## src/rtl/lut_eval_pkg.sv

```systemverilog
// lut_eval_pkg: shared FSM encoding and truth-table sizing for the LUT evaluator.
package lut_eval_pkg;

   typedef enum logic [0:0] {
      ST_IDLE  = 1'b0,
      ST_SWEEP = 1'b1
   } state_e;

   function automatic int tt_width(input int n);
      return 1 << n;
   endfunction

endpackage

```

## src/rtl/lut_eval_if.sv

```systemverilog
// lut_eval_if: cfg / evaluate / sweep / result handshakes of the LUT evaluator.
interface lut_eval_if
   import lut_eval_pkg::*;
#(
   parameter int N_IN = 3
);

   localparam int TW = tt_width(N_IN);

   logic            cfg_valid;
   logic            cfg_ready;
   logic [TW-1:0]   cfg_data;
   logic            in_valid;
   logic            in_ready;
   logic [N_IN-1:0] in_vec;
   logic            sweep_start;
   logic            sweep_busy;
   logic            sweep_done;
   logic [N_IN:0]   sweep_ones;
   logic            out_valid;
   logic            out_ready;
   logic            out_bit;
   logic [N_IN-1:0] out_idx;

   modport slave (
      input  cfg_valid, cfg_data, in_valid, in_vec, sweep_start, out_ready,
      output cfg_ready, in_ready, sweep_busy, sweep_done, sweep_ones,
             out_valid, out_bit, out_idx
   );

   modport master (
      output cfg_valid, cfg_data, in_valid, in_vec, sweep_start, out_ready,
      input  cfg_ready, in_ready, sweep_busy, sweep_done, sweep_ones,
             out_valid, out_bit, out_idx
   );

endinterface

```

## src/rtl/lut_eval_core.sv

```systemverilog
// lut_eval_core: combinational truth-table lookup, tt[vector].
module lut_eval_core
   import lut_eval_pkg::*;
#(
   parameter int N_IN = 3
) (
   input  logic [tt_width(N_IN)-1:0] tt_i,
   input  logic [N_IN-1:0]           vec_i,
   output logic                      bit_o
);

   assign bit_o = tt_i[vec_i];

endmodule

```

## src/rtl/lut_eval_seq.sv

```systemverilog
// lut_eval_seq: truth-table evaluator with single evaluations, table loads and
// a full input sweep that counts ones, all through one output register.
module lut_eval_seq
   import lut_eval_pkg::*;
#(
   parameter int                        N_IN    = 3,
   parameter logic [tt_width(N_IN)-1:0] TT_INIT = 8'h18
) (
   input logic       clk,
   input logic       rst_n,
   lut_eval_if.slave bus
);

   localparam int            TW      = tt_width(N_IN);
   localparam int            CW      = N_IN + 1;
   localparam logic [CW-1:0] LAST    = CW'(TW);
   localparam logic [0:0]    S_IDLE  = ST_IDLE;
   localparam logic [0:0]    S_SWEEP = ST_SWEEP;

   logic [0:0]      state_q, state_d;
   logic [TW-1:0]   tt_q, tt_d;
   logic            out_valid_q, out_valid_d;
   logic            out_bit_q, out_bit_d;
   logic [N_IN-1:0] out_idx_q, out_idx_d;
   logic [CW-1:0]   idx_q, idx_d;
   logic [CW-1:0]   ones_q, ones_d;
   logic [CW-1:0]   sweep_ones_q, sweep_ones_d;
   logic            sweep_done_q, sweep_done_d;

   logic            idle, can_load, out_fire;
   logic            sweep_go, cfg_rdy, cfg_go, in_rdy, eval_go;
   logic            sweep_step, last_fire, next_fire, load_out;
   logic [N_IN-1:0] sel_vec;
   logic            core_bit;

   assign idle     = state_q == S_IDLE;
   assign can_load = !out_valid_q || bus.out_ready;
   assign out_fire = out_valid_q && bus.out_ready;
   assign sweep_go = idle && bus.sweep_start && can_load;
   assign cfg_rdy  = idle && !out_valid_q && !bus.sweep_start;
   assign cfg_go   = bus.cfg_valid && cfg_rdy;
   assign in_rdy   = idle && can_load && !bus.sweep_start && !cfg_go;
   assign eval_go  = bus.in_valid && in_rdy;

   // idx_q holds the next vector to issue, so it equals LAST while the final
   // vector sits in the output register.
   assign sweep_step = !idle && out_fire;
   assign last_fire  = sweep_step && idx_q == LAST;
   assign next_fire  = sweep_step && !last_fire;
   assign load_out   = eval_go || sweep_go || next_fire;
   assign sel_vec    = idle ? (sweep_go ? '0 : bus.in_vec) : idx_q[N_IN-1:0];

   lut_eval_core #(.N_IN(N_IN)) u_core (
      .tt_i  (tt_q),
      .vec_i (sel_vec),
      .bit_o (core_bit)
   );

   always_comb begin
      state_d      = sweep_go ? S_SWEEP : last_fire ? S_IDLE : state_q;
      tt_d         = cfg_go ? bus.cfg_data : tt_q;
      out_valid_d  = load_out ? 1'b1 : out_fire ? 1'b0 : out_valid_q;
      out_bit_d    = load_out ? core_bit : out_bit_q;
      out_idx_d    = load_out ? sel_vec : out_idx_q;
      idx_d        = sweep_go ? CW'(1) : next_fire ? idx_q + CW'(1) : idx_q;
      ones_d       = sweep_go ? '0 : sweep_step ? ones_q + CW'(out_bit_q) : ones_q;
      sweep_ones_d = last_fire ? ones_q + CW'(out_bit_q) : sweep_ones_q;
      sweep_done_d = last_fire;
   end

   always_ff @(posedge clk or negedge rst_n) begin
      if (!rst_n) begin
         state_q      <= S_IDLE;
         tt_q         <= TT_INIT;
         out_valid_q  <= 1'b0;
         out_bit_q    <= 1'b0;
         out_idx_q    <= '0;
         idx_q        <= '0;
         ones_q       <= '0;
         sweep_ones_q <= '0;
         sweep_done_q <= 1'b0;
      end else begin
         state_q      <= state_d;
         tt_q         <= tt_d;
         out_valid_q  <= out_valid_d;
         out_bit_q    <= out_bit_d;
         out_idx_q    <= out_idx_d;
         idx_q        <= idx_d;
         ones_q       <= ones_d;
         sweep_ones_q <= sweep_ones_d;
         sweep_done_q <= sweep_done_d;
      end
   end

   assign bus.cfg_ready  = cfg_rdy;
   assign bus.in_ready   = in_rdy;
   assign bus.sweep_busy = state_q == S_SWEEP;
   assign bus.sweep_done = sweep_done_q;
   assign bus.sweep_ones = sweep_ones_q;
   assign bus.out_valid  = out_valid_q;
   assign bus.out_bit    = out_bit_q;
   assign bus.out_idx    = out_idx_q;

endmodule

```

## src/flat_wrapper.sv

```systemverilog
// flat-port wrapper written by rule: the top's interface ports become plain ports
module lut_eval_seq_flat import lut_eval_pkg::*;
#(
   parameter int                        N_IN    = 3,
   parameter logic [tt_width(N_IN)-1:0] TT_INIT = 8'h18
)
  (clk, rst_n, bus_cfg_valid, bus_cfg_data, bus_in_valid, bus_in_vec, bus_sweep_start, bus_out_ready, bus_cfg_ready, bus_in_ready, bus_sweep_busy, bus_sweep_done, bus_sweep_ones, bus_out_valid, bus_out_bit, bus_out_idx);
  lut_eval_if #(.N_IN(N_IN)) bus_i ();
  input logic clk;
  input logic rst_n;
  input wire logic [$bits(bus_i.cfg_valid)-1:0] bus_cfg_valid;
  input wire logic [$bits(bus_i.cfg_data)-1:0] bus_cfg_data;
  input wire logic [$bits(bus_i.in_valid)-1:0] bus_in_valid;
  input wire logic [$bits(bus_i.in_vec)-1:0] bus_in_vec;
  input wire logic [$bits(bus_i.sweep_start)-1:0] bus_sweep_start;
  input wire logic [$bits(bus_i.out_ready)-1:0] bus_out_ready;
  output wire logic [$bits(bus_i.cfg_ready)-1:0] bus_cfg_ready;
  output wire logic [$bits(bus_i.in_ready)-1:0] bus_in_ready;
  output wire logic [$bits(bus_i.sweep_busy)-1:0] bus_sweep_busy;
  output wire logic [$bits(bus_i.sweep_done)-1:0] bus_sweep_done;
  output wire logic [$bits(bus_i.sweep_ones)-1:0] bus_sweep_ones;
  output wire logic [$bits(bus_i.out_valid)-1:0] bus_out_valid;
  output wire logic [$bits(bus_i.out_bit)-1:0] bus_out_bit;
  output wire logic [$bits(bus_i.out_idx)-1:0] bus_out_idx;
  assign bus_i.cfg_valid = bus_cfg_valid;
  assign bus_i.cfg_data = bus_cfg_data;
  assign bus_i.in_valid = bus_in_valid;
  assign bus_i.in_vec = bus_in_vec;
  assign bus_i.sweep_start = bus_sweep_start;
  assign bus_i.out_ready = bus_out_ready;
  assign bus_cfg_ready = bus_i.cfg_ready;
  assign bus_in_ready = bus_i.in_ready;
  assign bus_sweep_busy = bus_i.sweep_busy;
  assign bus_sweep_done = bus_i.sweep_done;
  assign bus_sweep_ones = bus_i.sweep_ones;
  assign bus_out_valid = bus_i.out_valid;
  assign bus_out_bit = bus_i.out_bit;
  assign bus_out_idx = bus_i.out_idx;
  lut_eval_seq #(.N_IN(N_IN), .TT_INIT(TT_INIT)) u_core (.clk(clk), .rst_n(rst_n), .bus(bus_i));
endmodule
```

## config.mk

```make
export PLATFORM = sky130hd
export DESIGN_NAME = lut_eval_seq_flat
export DESIGN_NICKNAME = d
export VERILOG_FILES = /design/src/rtl/lut_eval_pkg.sv /design/src/rtl/lut_eval_if.sv /design/src/rtl/lut_eval_core.sv /design/src/rtl/lut_eval_seq.sv /design/src/flat_wrapper.sv
export SDC_FILE = /design/constraint.sdc
export NUM_CORES = 1
export LEC_CHECK = 0
export BUFFER_PORTS_ARGS = -buffer_cell sky130_fd_sc_hd__clkbuf_2
export CAP_MARGIN = 20
export CORE_MARGIN = 2
export CORE_UTILIZATION = 57
export DETAILED_ROUTE_END_ITERATION = 8
export GPL_TIMING_DRIVEN = 1
export PLACE_DENSITY = 0.88
export SLEW_MARGIN = 5
export SYNTH_ARGS = -nofsm -noshare
export SYNTH_HDL_FRONTEND = slang
export SYNTH_SLANG_ARGS = --single-unit
```

## constraint.sdc

```tcl
create_clock -name clk -period 3.6 [get_ports clk]
set_input_delay 0.72 -clock clk [delete_from_list [all_inputs] [get_ports clk]]
set_output_delay 0.72 -clock clk [all_outputs]
set_load 0.05 [all_outputs]
```

==> results of run 1 <==
flip-flops by register name (all words and copies together), names as in the netlist:
signal / cells
u_core.idx_q: 4
u_core.bus.out_valid: 1
u_core.tt_q: 8
u_core.bus.out_idx: 3
u_core.bus.sweep_busy: 1
u_core.bus.sweep_ones: 4
u_core.ones_q: 4
u_core.bus.out_bit: 1
u_core.bus.sweep_done: 1
Yosys cell counts, types with 2 or more instances:
cell,count
dfrtp_1,25
ha_1,4
o211ai_1,2
nor3_1,2
a21oi_1,4
nand4_1,2
a22oi_1,2
mux2_2,13
xor2_1,2
and3_2,2
o21ai_0,4
dfstp_2,2
nand3_1,2
nand2_1,15
o22ai_1,2
mux2i_1,5
inv_1,5
nor2_1,4
nand2b_1,2
xnor2_1,2
final timing paths:
check | from | endpoint | slack (ns) | depth (start not counted)
max in group asynchronous | rst_n | u_core.tt_q[0] | 2.80 | 1
min in group clk | u_core.tt_q[0] | u_core.tt_q[0] | 0.52 | 1
worst min-delay path | rst_n | u_core.idx_q[0] | 0.38 | 1
worst min register to register | u_core.tt_q[0] | u_core.tt_q[0] | 0.52 | 1
worst max-delay path | bus_out_ready | bus_in_ready | 1.10 | 4
worst max register to register | u_core.bus.sweep_busy | u_core.bus.sweep_ones[0] | 1.59 | 3
area by class of cell:
type	instances	area, µm²	share of cell area (%)
clock buffer	3	22.5	1.45
clock inverter	1	5.00	0.322
inverter	5	18.8	1.21
multi-input combinational	83	649	41.8
sequential	27	678	43.6
tap	28	35.0	2.25
timing repair buffer	29	145	9.34
power breakdown:
part           switching, mW  leakage, nW  internal [mW]
Sequential             0.110        0.342          0.429
Combinational          0.429        0.412          0.248
Clock                 0.0966       0.0177         0.0419
critical path, cell delays in order:
cell and delay [ns]:
clkbuf_2 0.10, and2b_4 0.21, nor4_2 0.39, clkbuf_2 0.36
stage by stage:
step | util [%] | area [µm²] | cells | setup slack, ns | hold WS, ns
3_5_place_dp | 68.3 | 1530 | 172 | 1.10 | 0.496
3_3_place_gp | 68.3 | 1530 | 172 | 1.15 | 0.489
5_1_grt | 69.6 | 1550 | 176 | 1.04 | 0.410
2_1_floorplan | - | 1360 | 117 | 0.891 | 0.424
4_1_cts | 69.6 | 1550 | 176 | 1.09 | 0.397
6_report | 69.6 | 1550 | 176 | 1.10 | 0.379
cell families after synthesis:
group	count (synthesis)	share of synthesized area (%)
DFF	27	49.8
xor gates and xnor gates	4	2.57
buffers and inverters	7	2.57
adders and majority gates	4	3.67
muxes	18	14.4
AOI/OAI and AO/OA	21	12.5
and+or+nand+nor	36	14.5
layer usage:
metal	GRT usage, %	part of all wire (%)	wire length [µm]
met3	4.80	3.9	111
met2	43.3	55	1570
met4	16.2	3.3	95
met5	0	0	0
met1	27.0	38	1090
==> run metrics, run 1 <==
Worst IR Drop VDD ~0.73 mV; # setup viols final 0; cell count after synthesis around 120; most common cell after layout, fill and taps aside clkbuf_2; ys flop type dfrtp_1; Via density 5.85; initial core utilization between 60% and 70%; Post-synth EDFFs 0; endpoint class of the critical path output port; area grow syn2layout 14.0%; port bufs 29; drt first pass iters 4; number of fillers in the final layout 173; Pwr Density ~870 mW/mm²; total power ~1.4 mW; syn nets ~140; Core ar. about 0.0022 mm²; CP Max Fanout 5; initial antenna violation count 0; CTS root buf clkbuf_4; drt total wl 2.87 mm; Longest Clk Path Bufs 2; final hold violations 0; gr ovfl total 0; Rel. slew slack between 50% and 60%; number of synthesized register bits 27; minimum clock period after layout 2.50 ns; Slew @ Worst Pin about 0.66 ns; CTS Buf Count 3; Resized Gates After CTS 0; vias 1,029; DRC Markers 0; H-tree depth 1; clock sinks 27; vias in the first global route around 1,100; clk slew on worst S/H paths 0.15 ns; initial drt markers 19; post-synth top area share roughly 46%; HPWL Detailed 2.23 mm; Crit path required time between 2 and 3 ns; num ports 30; Layout Skew roughly 0.0032 ns; sequential-to-total area share from yosys stat 49.8%; Setup TNS 0 ns; DR WL/cell 16.3 µm; Synth area leader dfrtp_1; global-route wire length before repair approximately 4.8 mm; critical path startpoint category primary input; WP data arrival roughly 1.8 ns; Syn. warnings 0; Skew-Pair Late Insertion Delay about 0.34 ns; top post-synthesis cells by area dfrtp_1 (46%), mux2_2 (11%), nand2_1 (4.1%); post-route ant nets 0; Synth cell types 36; GRT Total Usage 24.8%; Final period util a little over two thirds; n_diodes 0; RSZ-0062 raised after global routing no; Die W roughly 53 µm; Layout Nets 170; Hold Buf Count CTS 0; Row Count 17; worst setup path class in -> out; synthesized area 0.00136 mm²; worst hold path type in -> async; Post-Syn Area per Cell between 10 and 15 µm²; die area about 0.0028 mm²; layout cells sized above 1 39.2%; Setup Buffers After CTS 0; MaxCap Viol Count 0; FFs w/ async S/R, synth 100%; Lkg Pwr between 0.7 and 0.8 nW; status finished clean; most frequent cells in the layout clkbuf_2 (29), dfrtp_1 (25), nand2_1 (15); fin. max-slew vios 0; Die Y roughly 53 µm; CTS tree yes; RD Place Congestion 0.791; Fmax ~400 MHz; maximum number of pins on one net before global-route repair 28
Note: power is estimated with default switching activity, not from simulation.
==> run 2, diff against run 1 <==
--- a/config.mk
+++ b/config.mk
@@ -8,10 +8,10 @@
 export BUFFER_PORTS_ARGS = -buffer_cell sky130_fd_sc_hd__clkbuf_2
 export CAP_MARGIN = 20
 export CORE_MARGIN = 2
-export CORE_UTILIZATION = 57
+export CORE_UTILIZATION = 48
 export DETAILED_ROUTE_END_ITERATION = 8
 export GPL_TIMING_DRIVEN = 1
-export PLACE_DENSITY = 0.88
+export PLACE_DENSITY = 0.8
 export SLEW_MARGIN = 5
 export SYNTH_ARGS = -nofsm -noshare
 export SYNTH_HDL_FRONTEND = slang
==> constraint.sdc (replaced) <==
create_clock -name clk -period 2.3 [get_ports clk]
set_input_delay 0.46 -clock clk [delete_from_list [all_inputs] [get_ports clk]]
set_output_delay 0.46 -clock clk [all_outputs]
set_load 0.05 [all_outputs]
==> run 2 against run 1 <==
Net effect:
- global-route usage decreased by 7.5 points
- largest cell class unchanged
- design area increased by 1.8%
- critical path depth decreased by 1
- final cell count increased by 2.3%
- critical path type is now reg -> out
- first-iteration DRC count decreased by 16%
==> run metrics, run 2 (synthesis gave the netlist of run 1 again) <==
status finished clean; Hold Buf Count CTS 0; MaxCap Viol Count 0; port bufs 29; Setup Buffers After CTS 0; Clock Power Share between 10% and 20%; vias in the first global route between 1,000 and 1,500; logic gate share of total power roughly half; Slew @ Worst Pin 0.664 ns; sw power 0.974 mW; RD Place Congestion 0.773; Row Count 19; CP Max Fanout 7; worst hold path type in -> async; Rel. slew slack a little under three fifths; DR WL/cell 14.5 µm; Layout Skew between 0.008 and 0.009 ns; gr ovfl total 0; die area approximately 0.0033 mm²; clk slew on worst S/H paths around 0.15 ns; HPWL Detailed slightly above 2 mm; number of fillers in the final layout 242; Worst path max stage delay 0.47 ns; Setup TNS 0 ns; drt total wl approximately 2.6 mm; final hold violations 0; GRT Total Usage around 17%; initial drt markers 16; RSZ-0062 raised after global routing no; global-route wire length before repair 4.37 mm; layout cells sized above 1 40.3%; clock sinks 27; R2R Setup Slk about 0.4 ns; Seq pwr share 40.0%; Die W roughly 57 µm; Die Y approximately 57 µm; fin worst setup slack approximately 0.16 ns; Resized Gates After CTS 0; num ports 30; most frequent cells in the layout clkbuf_2 (29), dfrtp_1 (25), nand2_1 (15); CTS tree yes; Final period util between 90% and 100%; critical path startpoint category flop; DRC Markers 0; CP Cell Sequence and2b_4 > nor4_4 > clkbuf_2; Top reg by flops u_core.tt_q; most common cell after layout, fill and taps aside clkbuf_2; Worst IR Drop VDD slightly below 0.9 mV; slowest CP cell dfrtp_1; H-tree depth 1; Core ar. ~0.0027 mm²; CTS root buf clkbuf_4; # setup viols final 0; fin. max-slew vios 0; CP bufs+invs 1; crit-path leading delay family simple AND/OR/NAND/NOR gates; worst slack, placed roughly 0.40 ns; Via density 5.69; drt first pass iters 4; Switching Fraction 46.3%; n_diodes 0; Longest Clk Path Bufs 2; Layout Nets ~170; number of flip-flops in the largest register 8; maximum number of pins on one net before global-route repair 28; post-route ant nets 0; area grow syn2layout 16.1%; vias 1,025; initial antenna violation count 0; CTS Buf Count 3; initial core utilization about half; Lkg Pwr between 0.7 and 0.8 nW; Pwr Density ~1300 mW/mm²; WP data arrival 1.68 ns; internal power 1.13 mW; endpoint class of the critical path output port; Skew-Pair Late Insertion Delay 0.33 ns; worst setup path class reg -> out; Fmax approximately 470 MHz; Crit path required time around 1.8 ns; minimum clock period after layout between 2 and 2.5 ns
run 2: cell types whose count changed in the layout (fill, tap and decap cells not counted), sizes merged:
| cell | delta |
|---|---|
| clkinv | -1 |
| clkinvlp | +1 |
| buf | +1 |
run 2: power by group through the flow:
stage               Clock (mW)  Combinational (mW)  Sequential (mW)
floorplan                    0               0.614             1.06
global placement             0                1.03            0.840
detailed placement           0                1.06            0.855
CTS                      0.226                1.06            0.845
global route             0.233                1.14            0.873
finish                   0.213                1.05            0.843
run 2: metrics by stage:
| step | std cells | power [mW] | util (%) | hold slack, ns | area, µm² |
|---|---|---|---|---|---|
| CTS | 180 | 2.13 | 57.8 | 0.144 | 1580 |
| global route | 180 | 2.25 | 57.8 | 0.165 | 1580 |
| global placement | 176 | 1.87 | 56.8 | 0.489 | 1550 |
| floorplan | 117 | 1.67 | - | 0.164 | 1380 |
| finish | 180 | 2.10 | 57.8 | 0.124 | 1580 |
| detailed placement | 176 | 1.91 | 56.8 | 0.494 | 1550 |
run 2: cell type report:
type / count / area [µm²] / area share, %
Sequential cell: 27 / 678 / 42.9
Multi-Input combinational cell: 83 / 663 / 41.9
Timing Repair Buffer: 30 / 153 / 9.65
Tap cell: 31 / 38.8 / 2.45
Clock buffer: 3 / 22.5 / 1.42
Inverter: 5 / 18.8 / 1.19
Clock inverter: 1 / 7.51 / 0.475
run 2: path summary, 6_finish.rpt:
path / start / end / cells after the start
worst min register to register: u_core.tt_q[0] / u_core.tt_q[0] / 1
worst max-delay path: u_core.bus.out_valid / bus_in_ready / 3
max in group asynchronous: rst_n / u_core.bus.out_idx[1] / 1
worst max register to register: u_core.bus.sweep_busy / u_core.bus.out_idx[1] / 4
worst min-delay path: rst_n / u_core.idx_q[2] / 1
min in group clk: bus_cfg_data[2] / u_core.tt_q[2] / 2
run 2: metal layers:
| layer | GRT usage [%] | part of all wire, % | up-vias |
|---|---|---|---|
| li1 | - | - | 485 |
| met2 | 31.0 | 53 | 29 |
| met3 | 3.40 | 5.2 | 4 |
| met4 | 5.32 | 1.0 | 0 |
| met5 | 0 | 0 | - |
| met1 | 21.0 | 40 | 507 |
